**config.mk**
```make
export PLATFORM = sky130hd
export DESIGN_NAME = multicycle_adder
export DESIGN_NICKNAME = d
export VERILOG_FILES = /design/src/rtl/multicycle_adder_pkg.sv /design/src/rtl/multicycle_adder_slice_adder.sv /design/src/rtl/multicycle_adder.sv
export SDC_FILE = /design/constraint.sdc
export NUM_CORES = 1
export LEC_CHECK = 0
export ABC_AREA = 1
export CAP_MARGIN = 20
export CORE_MARGIN = 1.5
export CORE_UTILIZATION = 40
export DETAILED_ROUTE_END_ITERATION = 10
export GPL_ROUTABILITY_DRIVEN = 0
export GPL_TIMING_DRIVEN = 0
export PLACE_DENSITY_LB_ADDON = 0.3
export SLEW_MARGIN = 25
export SYNTH_ARGS = -nofsm -noshare
export SYNTH_HDL_FRONTEND = slang
export SYNTH_HIERARCHICAL = 1
export SYNTH_SLANG_ARGS = --single-unit
```
**constraint.sdc**
```tcl
create_clock -name clk -period 3.9 [get_ports clk]
set_clock_uncertainty 0.2 [all_clocks]
set_input_delay 0.39 -clock clk [delete_from_list [all_inputs] [get_ports clk]]
set_output_delay 0.39 -clock clk [all_outputs]
set_load 0.05 [all_outputs]
```
**src/rtl/multicycle_adder_pkg.sv**
```systemverilog
// multicycle_adder_pkg
//   Shared definitions for the digit-serial adder/subtractor.
//   - state_t   : FSM encoding (IDLE, RUN, DONE), 2-bit state register.
//   - cnt_width : width of the digit counter, clog2(n) with a floor of 1.
package multicycle_adder_pkg;

    typedef enum logic [1:0] {
        IDLE = 2'd0,
        RUN  = 2'd1,
        DONE = 2'd2
    } state_t;

    // The counter runs 0..n-1. For n <= 2 this needs one bit, which is
    // also the floor for n = 1 (where $clog2 would return 0).
    function automatic int cnt_width(input int n);
        return (n <= 2) ? 1 : $clog2(n);
    endfunction

endpackage

```
**src/rtl/multicycle_adder_slice_adder.sv**
```systemverilog
// slice_adder
//   Combinational ripple of DIGIT full-adder cells. This is the narrow slice
//   that the top level time-multiplexes across the operand.
//   Ports:
//     a, b   in  [DIGIT-1:0]  slice operands
//     cin    in  1            carry into bit 0
//     sum    out [DIGIT-1:0]  slice sum
//     cout   out 1            carry out of bit DIGIT-1
//     c_msb  out 1            carry into bit DIGIT-1 (for signed overflow)
module slice_adder #(
    parameter int DIGIT = 4
) (
    input  logic [DIGIT-1:0] a,
    input  logic [DIGIT-1:0] b,
    input  logic             cin,
    output logic [DIGIT-1:0] sum,
    output logic             cout,
    output logic             c_msb
);

    always_comb begin : ripple
        // Carry chain is kept local to the block so each bit is a clean
        // function of the bit below it.
        logic [DIGIT:0] c;
        // NOTE: every variable written here gets a value before any branch
        // or loop, so no path can leave it unassigned and infer a latch.
        c     = '0;
        sum   = '0;
        c[0]  = cin;
        for (int i = 0; i < DIGIT; i++) begin
            sum[i]  = a[i] ^ b[i] ^ c[i];
            c[i+1]  = (a[i] & b[i]) | (c[i] & (a[i] ^ b[i]));
        end
        cout  = c[DIGIT];
        c_msb = c[DIGIT-1];
    end

endmodule

```
**src/rtl/multicycle_adder.sv**
```systemverilog
// multicycle_adder
//   Digit-serial adder/subtractor: processes DIGIT bits per clock using a
//   registered carry, N = WIDTH/DIGIT clocks per operation.
//   Ports:
//     clk, rst_n        clock, asynchronous active-low reset
//     in_valid/in_ready operand handshake (in_ready high only in IDLE)
//     a, b [WIDTH]      operands, sampled on the accept edge
//     cin               carry-in, ignored when sub = 1
//     sub               0: a + b + cin, 1: a - b (as a + ~b + 1)
//     out_valid/out_ready result handshake (out_valid high only in DONE)
//     sum [WIDTH]       result modulo 2^WIDTH, held after the handshake
//     cout              carry out of MSB (sub: 1 = no borrow)
//     ovf               two's-complement overflow
module multicycle_adder
    import multicycle_adder_pkg::*;
#(
    parameter int WIDTH = 32,
    parameter int DIGIT = 4
) (
    input  logic             clk,
    input  logic             rst_n,
    input  logic             in_valid,
    output logic             in_ready,
    input  logic [WIDTH-1:0] a,
    input  logic [WIDTH-1:0] b,
    input  logic             cin,
    input  logic             sub,
    output logic             out_valid,
    input  logic             out_ready,
    output logic [WIDTH-1:0] sum,
    output logic             cout,
    output logic             ovf
);

    localparam int N  = WIDTH / DIGIT;
    localparam int CW = cnt_width(N);

    state_t            state, state_next;
    logic [CW-1:0]     cnt;
    logic [WIDTH-1:0]  a_sh, b_sh, res_sh, res_next;
    logic              carry, cout_r, ovf_r;
    logic [DIGIT-1:0]  slice_sum;
    logic              slice_cout, slice_cmsb;
    logic              last;

    slice_adder #(.DIGIT(DIGIT)) u_slice (
        .a     (a_sh[DIGIT-1:0]),
        .b     (b_sh[DIGIT-1:0]),
        .cin   (carry),
        .sum   (slice_sum),
        .cout  (slice_cout),
        .c_msb (slice_cmsb)
    );

    assign last = (cnt == CW'(N - 1));

    // Result fills from the top: after N slices the first slice has been
    // pushed down to bit 0. With a single slice there is nothing to shift.
    if (N == 1) begin : g_res_one
        assign res_next = slice_sum;
    end else begin : g_res_shift
        assign res_next = {slice_sum, res_sh[WIDTH-1:DIGIT]};
    end

    always_ff @(posedge clk or negedge rst_n) begin
        // NOTE: sequential state is updated with non-blocking assignments so
        // every register samples the pre-edge values of the others.
        if (!rst_n) state <= IDLE;
        else        state <= state_next;
    end

    always_comb begin
        state_next = state;
        unique case (state)
            IDLE:    if (in_valid) state_next = RUN;
            RUN:     if (last)     state_next = DONE;
            DONE:    if (out_ready) state_next = IDLE;
            default: state_next = IDLE;
        endcase
    end

    always_ff @(posedge clk or negedge rst_n) begin
        // NOTE: the operand shift registers are reset along with the visible
        // result so an aborted operation leaves no stale data behind.
        if (!rst_n) begin
            cnt    <= '0;
            a_sh   <= '0;
            b_sh   <= '0;
            res_sh <= '0;
            carry  <= 1'b0;
            cout_r <= 1'b0;
            ovf_r  <= 1'b0;
        end else begin
            unique case (state)
                IDLE: if (in_valid) begin
                    a_sh  <= a;
                    b_sh  <= sub ? ~b : b;
                    carry <= sub ? 1'b1 : cin;
                    cnt   <= '0;
                end
                RUN: begin
                    a_sh   <= a_sh >> DIGIT;
                    b_sh   <= b_sh >> DIGIT;
                    res_sh <= res_next;
                    carry  <= slice_cout;
                    cnt    <= cnt + CW'(1);
                    if (last) begin
                        cout_r <= slice_cout;
                        ovf_r  <= slice_cout ^ slice_cmsb;
                    end
                end
                default: ;
            endcase
        end
    end

    assign in_ready  = (state == IDLE);
    assign out_valid = (state == DONE);
    assign sum       = res_sh;
    assign cout      = cout_r;
    assign ovf       = ovf_r;

endmodule

```
==> After elaboration in Yosys (flattened, before gate mapping) <==
Index checks and enable logic that the tools add are counted.
{ "word_totals": {"wordCells": 56, "reg_bits": 104, "in_bits": 70} }
{ "op_classes": {"bitwise_logic": 22, "eq_ne": 6, "n_mux": 14, "reduce_logical": 5, "n_addsub": 1} }
{ "op_table": {"columns": ["operator", "n"], "rows": [
  ["$pmux W32 S2", 2],
  ["$mux W32", 3],
  ["$not A32 Y32", 1],
  ["$xor A1 B1 Y1", 9],
  ["$and A1 B1 Y1", 8],
  ["$mux W2", 3],
  ["$pmux W2 S3", 1],
  ["$pmux W3 S2", 1],
  ["$ne A2 B2 Y1 const B", 2],
  ["$or A1 B1 Y1", 4],
  ["$reduce_and A2 Y1", 2],
  ["$add A3 B1 Y3 const B", 1],
  ["$eq A3 B3 Y1 const B", 1],
  ["$mux W3", 1],
  ["$reduce_and A3 Y1", 1],
  ["$eq A2 B1 Y1 const B", 1],
  ["$eq A2 B2 Y1 const B", 1],
  ["$logic_not A2 Y1", 1],
  ["$mux W1", 2],
  ["$ne A2 B1 Y1 const B", 1],
  ["$pmux W1 S2", 1],
  ["$reduce_bool A2 Y1", 1]
]} }

==> Longest topological paths before layout <==
{ "depth": {"depth_word": 10, "mapped_depth": 9, "mapped_depth_nobuf": 9} }

==> By module <==
Netlist, hierarchy kept.
{ "modules_own_cells": {"columns": ["module", "n_inst", "cells_each", "area_each_um2"], "rows": [
  ["multicycle_adder", 1, 631, 4973.5],
  ["slice_adder", 1, 12, 110.1]
]} }

==> Worst setup path after synthesis <==
No wires, ideal clock.
{ "synth_timing": {"path_kind": "register to register", "startpoint": "reg a_sh[0]", "endpoint": "reg res_sh[31], in the netlist sum[31]", "path_slack_ns": 1.698, "arrival_ns": 1.884, "setup_time_ns": 0.118, "path_buffers": 0, "stages_incl_launch_ff": 9, "path_cell_list": "dfrtp_1 fa_1 inv_1 fa_1 fa_1 inv_1 fa_1 nand2_1 nand2_1"} }
{ "synth_via": {"elab_chain_cells": 8, "elab_cells_between_ends": 9, "classes_between": "9 x bitwise"} }
{ "synth_lines": {"columns": ["item", "line_no", "source"], "rows": [
  ["from (decl)", "multicycle_adder.sv:40", "logic [WIDTH-1:0] a_sh, b_sh, res_sh, res_next;"],
  ["from (signal assigned)", "multicycle_adder.sv:102", "a_sh <= a_sh >> DIGIT;"],
  ["$xor A1 B1 Y1", "multicycle_adder_slice_adder.sv:32", "c[i+1] = (a[i] & b[i]) | (c[i] & (a[i] ^ b[i]));"],
  ["$and A1 B1 Y1", "multicycle_adder_slice_adder.sv:32", null],
  ["$or A1 B1 Y1 (*)", "multicycle_adder_slice_adder.sv:32", null],
  ["$and A1 B1 Y1 (*)", "multicycle_adder_slice_adder.sv:32", null],
  ["$or A1 B1 Y1 (*)", "multicycle_adder_slice_adder.sv:32", null],
  ["$and A1 B1 Y1 (*)", "multicycle_adder_slice_adder.sv:32", null],
  ["$or A1 B1 Y1 (*)", "multicycle_adder_slice_adder.sv:32", null],
  ["net slice_cmsb", "multicycle_adder.sv:43", "logic slice_cout, slice_cmsb;"],
  ["$xor A1 B1 Y1 (*)", "multicycle_adder_slice_adder.sv:31", "sum[i] = a[i] ^ b[i] ^ c[i];"],
  ["net slice_sum[3]", "multicycle_adder.sv:42", "logic [DIGIT-1:0] slice_sum;"],
  ["to (signal assigned)", "multicycle_adder.sv:104", "res_sh <= res_next;"],
  ["to (decl)", "multicycle_adder.sv:40", null]
]} }
The timed path passes the listed nets; every way through them passes the cells marked *.
A chain may end at the register's enable or synchronous reset.

==> Worst setup path after layout <==
{ "layout_timing": {"startpoint": "reg state[0]", "endpoint": "out in_ready"} }
{ "layout_via": {"elab_chain_cells": 1} }
{ "layout_lines": {"columns": ["item", "line_no", "source"], "rows": [
  ["from (decl)", "multicycle_adder.sv:38", "state_t state, state_next;"],
  ["from (signal assigned)", "multicycle_adder.sv:69", "else state <= state_next;"],
  ["$logic_not A2 Y1", "multicycle_adder.sv:117", "assign in_ready = (state == IDLE);"],
  ["to (decl)", "multicycle_adder.sv:23", "output logic in_ready,"]
]} }
No other way between the ends.

==> results.txt <==
* Largest area contributor in the netlist: sky130_fd_sc_hd__dfrtp_1
- Final hold viol count: 0
* Number of flops mapped to enable cells by yosys: 0
- In the synthesized netlist the dominant register cell turns out to be sky130_fd_sc_hd__dfrtp_1.
- Via Count: 4601
- DIE HEIGHT: around 120 um
- Status: complete, no violations
- The setup path with the least slack is of type reg -> out.
* Time the worst path needs with I/O delays and setup: 2.718 ns
* Post-synthesis area per instance: a little under 8 sq um
- The first detailed-routing pass ran for 5 iterations.
* Proportion of power drawn by combinational gates: 48.5%
* Overall routed net length: 13050 um
* Area delta synth->final: 30.62%
* Peak Freq: 0.3680 GHz
- Tracing the worst setup path back leads to its startpoint at state[0].
- The final count of pins violating max slew was 0.
* Placed cells: a little over 900
- Vias in the first global route: 4404
* TritonCTS clock tree: built
* Synthesized instance count: 643
- First-pass GRT wire length: 21230 um
* Count of inserted antenna diode cells: 0
- Unrepaired setup endpoints after global routing: false
- VDD IR max: 326.8 uV
- Yosys mapped the design onto 21 distinct sky130hd cell types.
* Yosys synthesis warning count: 6
* Startpoint kind of the worst setup timing path: flip-flop
* Detail Placement HPWL: 9584 um
- The mapped netlist covers 5084 sq um.
- The detail route stage leaves a number of antenna-violating nets equal to 0.
- Worst min-delay path category: in -> reg
- Leakage dissipation: 0.003353 uW
* Initial Utilization: 41.63%
- Summing the sequential cell areas from Yosys gives 51.19% of the chip area.
- Measured against its own limit, the worst slew margin works out to 60.69%.
- The clock tree synthesis step divided the H-tree into 3 levels.
- Power share of the sequential group: 35.0%
- At the worst endpoint, the arrival time is roughly 2.1 ns.
- Maximum buffer depth of the clock tree: 2
- The count of cells in the finished layout, fillers not included, comes to 933.
- Placed standard-cell area: 6364 sq um
- Of the total power, the share spent switching nets is 45.05%.
- Setup crit end kind: primary output
* I/O pin cnt: 106
- Buffers inserted during clock tree synthesis total 9.
- Entering global routing, the biggest net connects 57 pins.
* Final setup violation count: 0
* Insertion delay to the later sink of the worst-skew pair: about 0.34 ns
- Switching Power: 2265 uW
- In the final layout, the multi-input gates occupy 2008 sq um.
* Tot GR Track Use: between 20 and 25%
* Fill cell count: 1185
* Setup repair bufs after CTS: 0
- Dividing total power by cell area gives a power density of 757.3 nW/um^2.
* Power Internal: 2763 uW
* Worst Min Path Start: sub
* Std-Cell Core Area: 12210 sq um
* Final net count: roughly 840
- Minimum setup slack after placement: 1.558 ns
- The die covers 13390 sq um.
* Flip-flop and latch count after synthesis: 104
- After clock tree synthesis, the clock-pin slew on the worst setup and hold paths is 0.07 ns.
- In this run the critical register-to-register path is launched from carry.
- Once layout is done, the placed cells without fillers occupy 6640 sq um.
* DRC Markers: 0
- For the pin with the worst max-slew slack, the measured transition is 0.5897 ns.
- Most numerous cell in the Yosys netlist: sky130_fd_sc_hd__nand2_1
* Max cap viols: 0
- Number of antenna violations at the first check in global routing: 0
- For this block, the initial DRC count from the detailed router was 418.
- The synthesized design devotes to its leading area cell type 51.19% of total area.
- Clock power frac: 16.5%
- Registers take roughly 2600 sq um.
- The clock net in this run drives a total of between 100 and 150 sinks.
- The number of nets in the synthesized netlist is 719.
- In the post-route analysis, the smallest setup slack over all paths is between 1 and 1.5 ns.
* Layout cells sized above 1: approximately 8.1%
- Worst-path maximum fanout: 10
- By area the synthesized netlist is led by sky130_fd_sc_hd__dfrtp_1 (51%), sky130_fd_sc_hd__nand2_1 (17%), sky130_fd_sc_hd__nand3_1 (15%).
- The floorplan has 40 rows.
- Clock root buffer: sky130_fd_sc_hd__clkbuf_16
- Design Power: slightly above 5000 uW
- Port Buffer Count: 104
* Part of the cycle the worst path needs: 69.68%
- Leading post-synthesis cells by instance count: sky130_fd_sc_hd__nand2_1 (234), sky130_fd_sc_hd__nand3_1 (154), sky130_fd_sc_hd__dfrtp_1 (104)
- Residual overflow from global routing: 0
* Ratio of routed vias to standard cells: 4.931
* Data required time at the worst endpoint: around 3.3 ns
- Average detailed-routed wire length per instance: 13.98 um
* Horizontal extent of the die: 115.7 um
* Proportion of synthesized flip-flops having asynchronous set or reset: between 90% and 100%
-- what timing repair did --
action	CTS	global route
endpoints found under the hold margin	55	0
gates resized for setup	0	0
hold buffers	1	0
-- metal layers --
metal | part of all wire [%] | global-route usage, %
met1 | 47 | 27.49
met2 | 46 | 33.73
met3 | 5.0 | 3.504
met4 | 1.6 | 6.992
met5 | 0 | 0
-- placed cells by master (no fill, tap or decap), types with 2 or more instances in the layout --
master | Yosys | final
sky130_fd_sc_hd__clkdlybuf4s50_1 | 0 | 103
sky130_fd_sc_hd__nand3_1 | 154 | 154
sky130_fd_sc_hd__ha_1 | 2 | 2
sky130_fd_sc_hd__clkbuf_1 | 3 | 5
sky130_fd_sc_hd__inv_1 | 55 | 55
sky130_fd_sc_hd__xor2_1 | 5 | 5
sky130_fd_sc_hd__fa_1 | 4 | 4
sky130_fd_sc_hd__clkinv_2 | 0 | 4
sky130_fd_sc_hd__nor2_1 | 3 | 3
sky130_fd_sc_hd__buf_6 | 5 | 6
sky130_fd_sc_hd__inv_2 | 3 | 3
sky130_fd_sc_hd__buf_4 | 5 | 5
sky130_fd_sc_hd__nand2_1 | 234 | 234
sky130_fd_sc_hd__clkbuf_16 | 0 | 9
sky130_fd_sc_hd__buf_2 | 29 | 29
sky130_fd_sc_hd__dfrtp_1 | 104 | 104
sky130_fd_sc_hd__o21ai_0 | 20 | 20
sky130_fd_sc_hd__o21ai_1 | 11 | 11
-- metrics by stage --
stage               setup TNS, ns  hold slack (ns)  utilization (%)
CTS                             0           0.1839            54.37
floorplan                       0          -0.1056                -
detailed placement              0           0.1940            52.11
finish                          0           0.1859            54.37
global route                    0           0.1994            54.37
global placement          -154.88           0.2722            51.88
-- worst paths after layout --
path | end | slack [ns] | cells after the start
setup reg to reg | sum[31] | 1.56 | 8
setup / recovery | in_ready | 1.18 | 3
min in group asynchronous | sum[14] | 0.37 | 2
max in group asynchronous | b_sh[12] | 2.50 | 3
hold / removal | b_sh[28] | 0.19 | 4
hold reg to reg | sum[0] | 0.29 | 2
-- state kept, by name, summed over array words and instances, names as in the netlist --
| signal | count |
|---|---|
| a_sh | 32 |
| b_sh | 32 |
| carry | 1 |
| cnt | 3 |
| cout | 1 |
| ovf | 1 |
| state | 2 |
| sum | 32 |
-- power groups by stage --
| stage | clock (uW) | sequential, uW | combinational [uW] |
|---|---|---|---|
| after floorplan | 0 | 2200 | 1160 |
| after global placement | 0 | 1760 | 2380 |
| after detailed placement | 0 | 1770 | 2440 |
| after CTS | 838 | 1760 | 2460 |
| after global routing | 883 | 1810 | 2660 |
| final | 829 | 1760 | 2440 |
-- cell families (layout without fill, tap and decap cells) --
family | count (synthesis) | count (layout) | synth area share, %
buffers and inverters | 101 | 223 | 9.303
AO/OA/AOI/OAI | 33 | 33 | 3.347
AND/OR/NAND/NOR | 394 | 394 | 33.23
adder cells (fa/ha/maj) | 6 | 6 | 2.067
flip-flops | 104 | 104 | 51.19
XOR/XNOR | 5 | 5 | 0.8614
-- worst max-delay path, stage by stage, from the launching register on --
cell and delay, ns:
sky130_fd_sc_hd__dfrtp_1 0.46, sky130_fd_sc_hd__nor2_1 0.22, sky130_fd_sc_hd__buf_2 0.26, sky130_fd_sc_hd__clkdlybuf4s50_1 0.84
-- layout make-up --
type / instances / share of cell area (%)
Clock inverter: 4 / 0.3015
Inverter: 58 / 3.279
Sequential cell: 104 / 39.19
Clock buffer: 12 / 3.712
Buffer: 43 / 3.844
Timing Repair Buffer: 106 / 16.26
Tap cell: 168 / 3.166
Multi-Input combinational cell: 438 / 30.24
No activity file was read; power rests on OpenSTA's default activity.
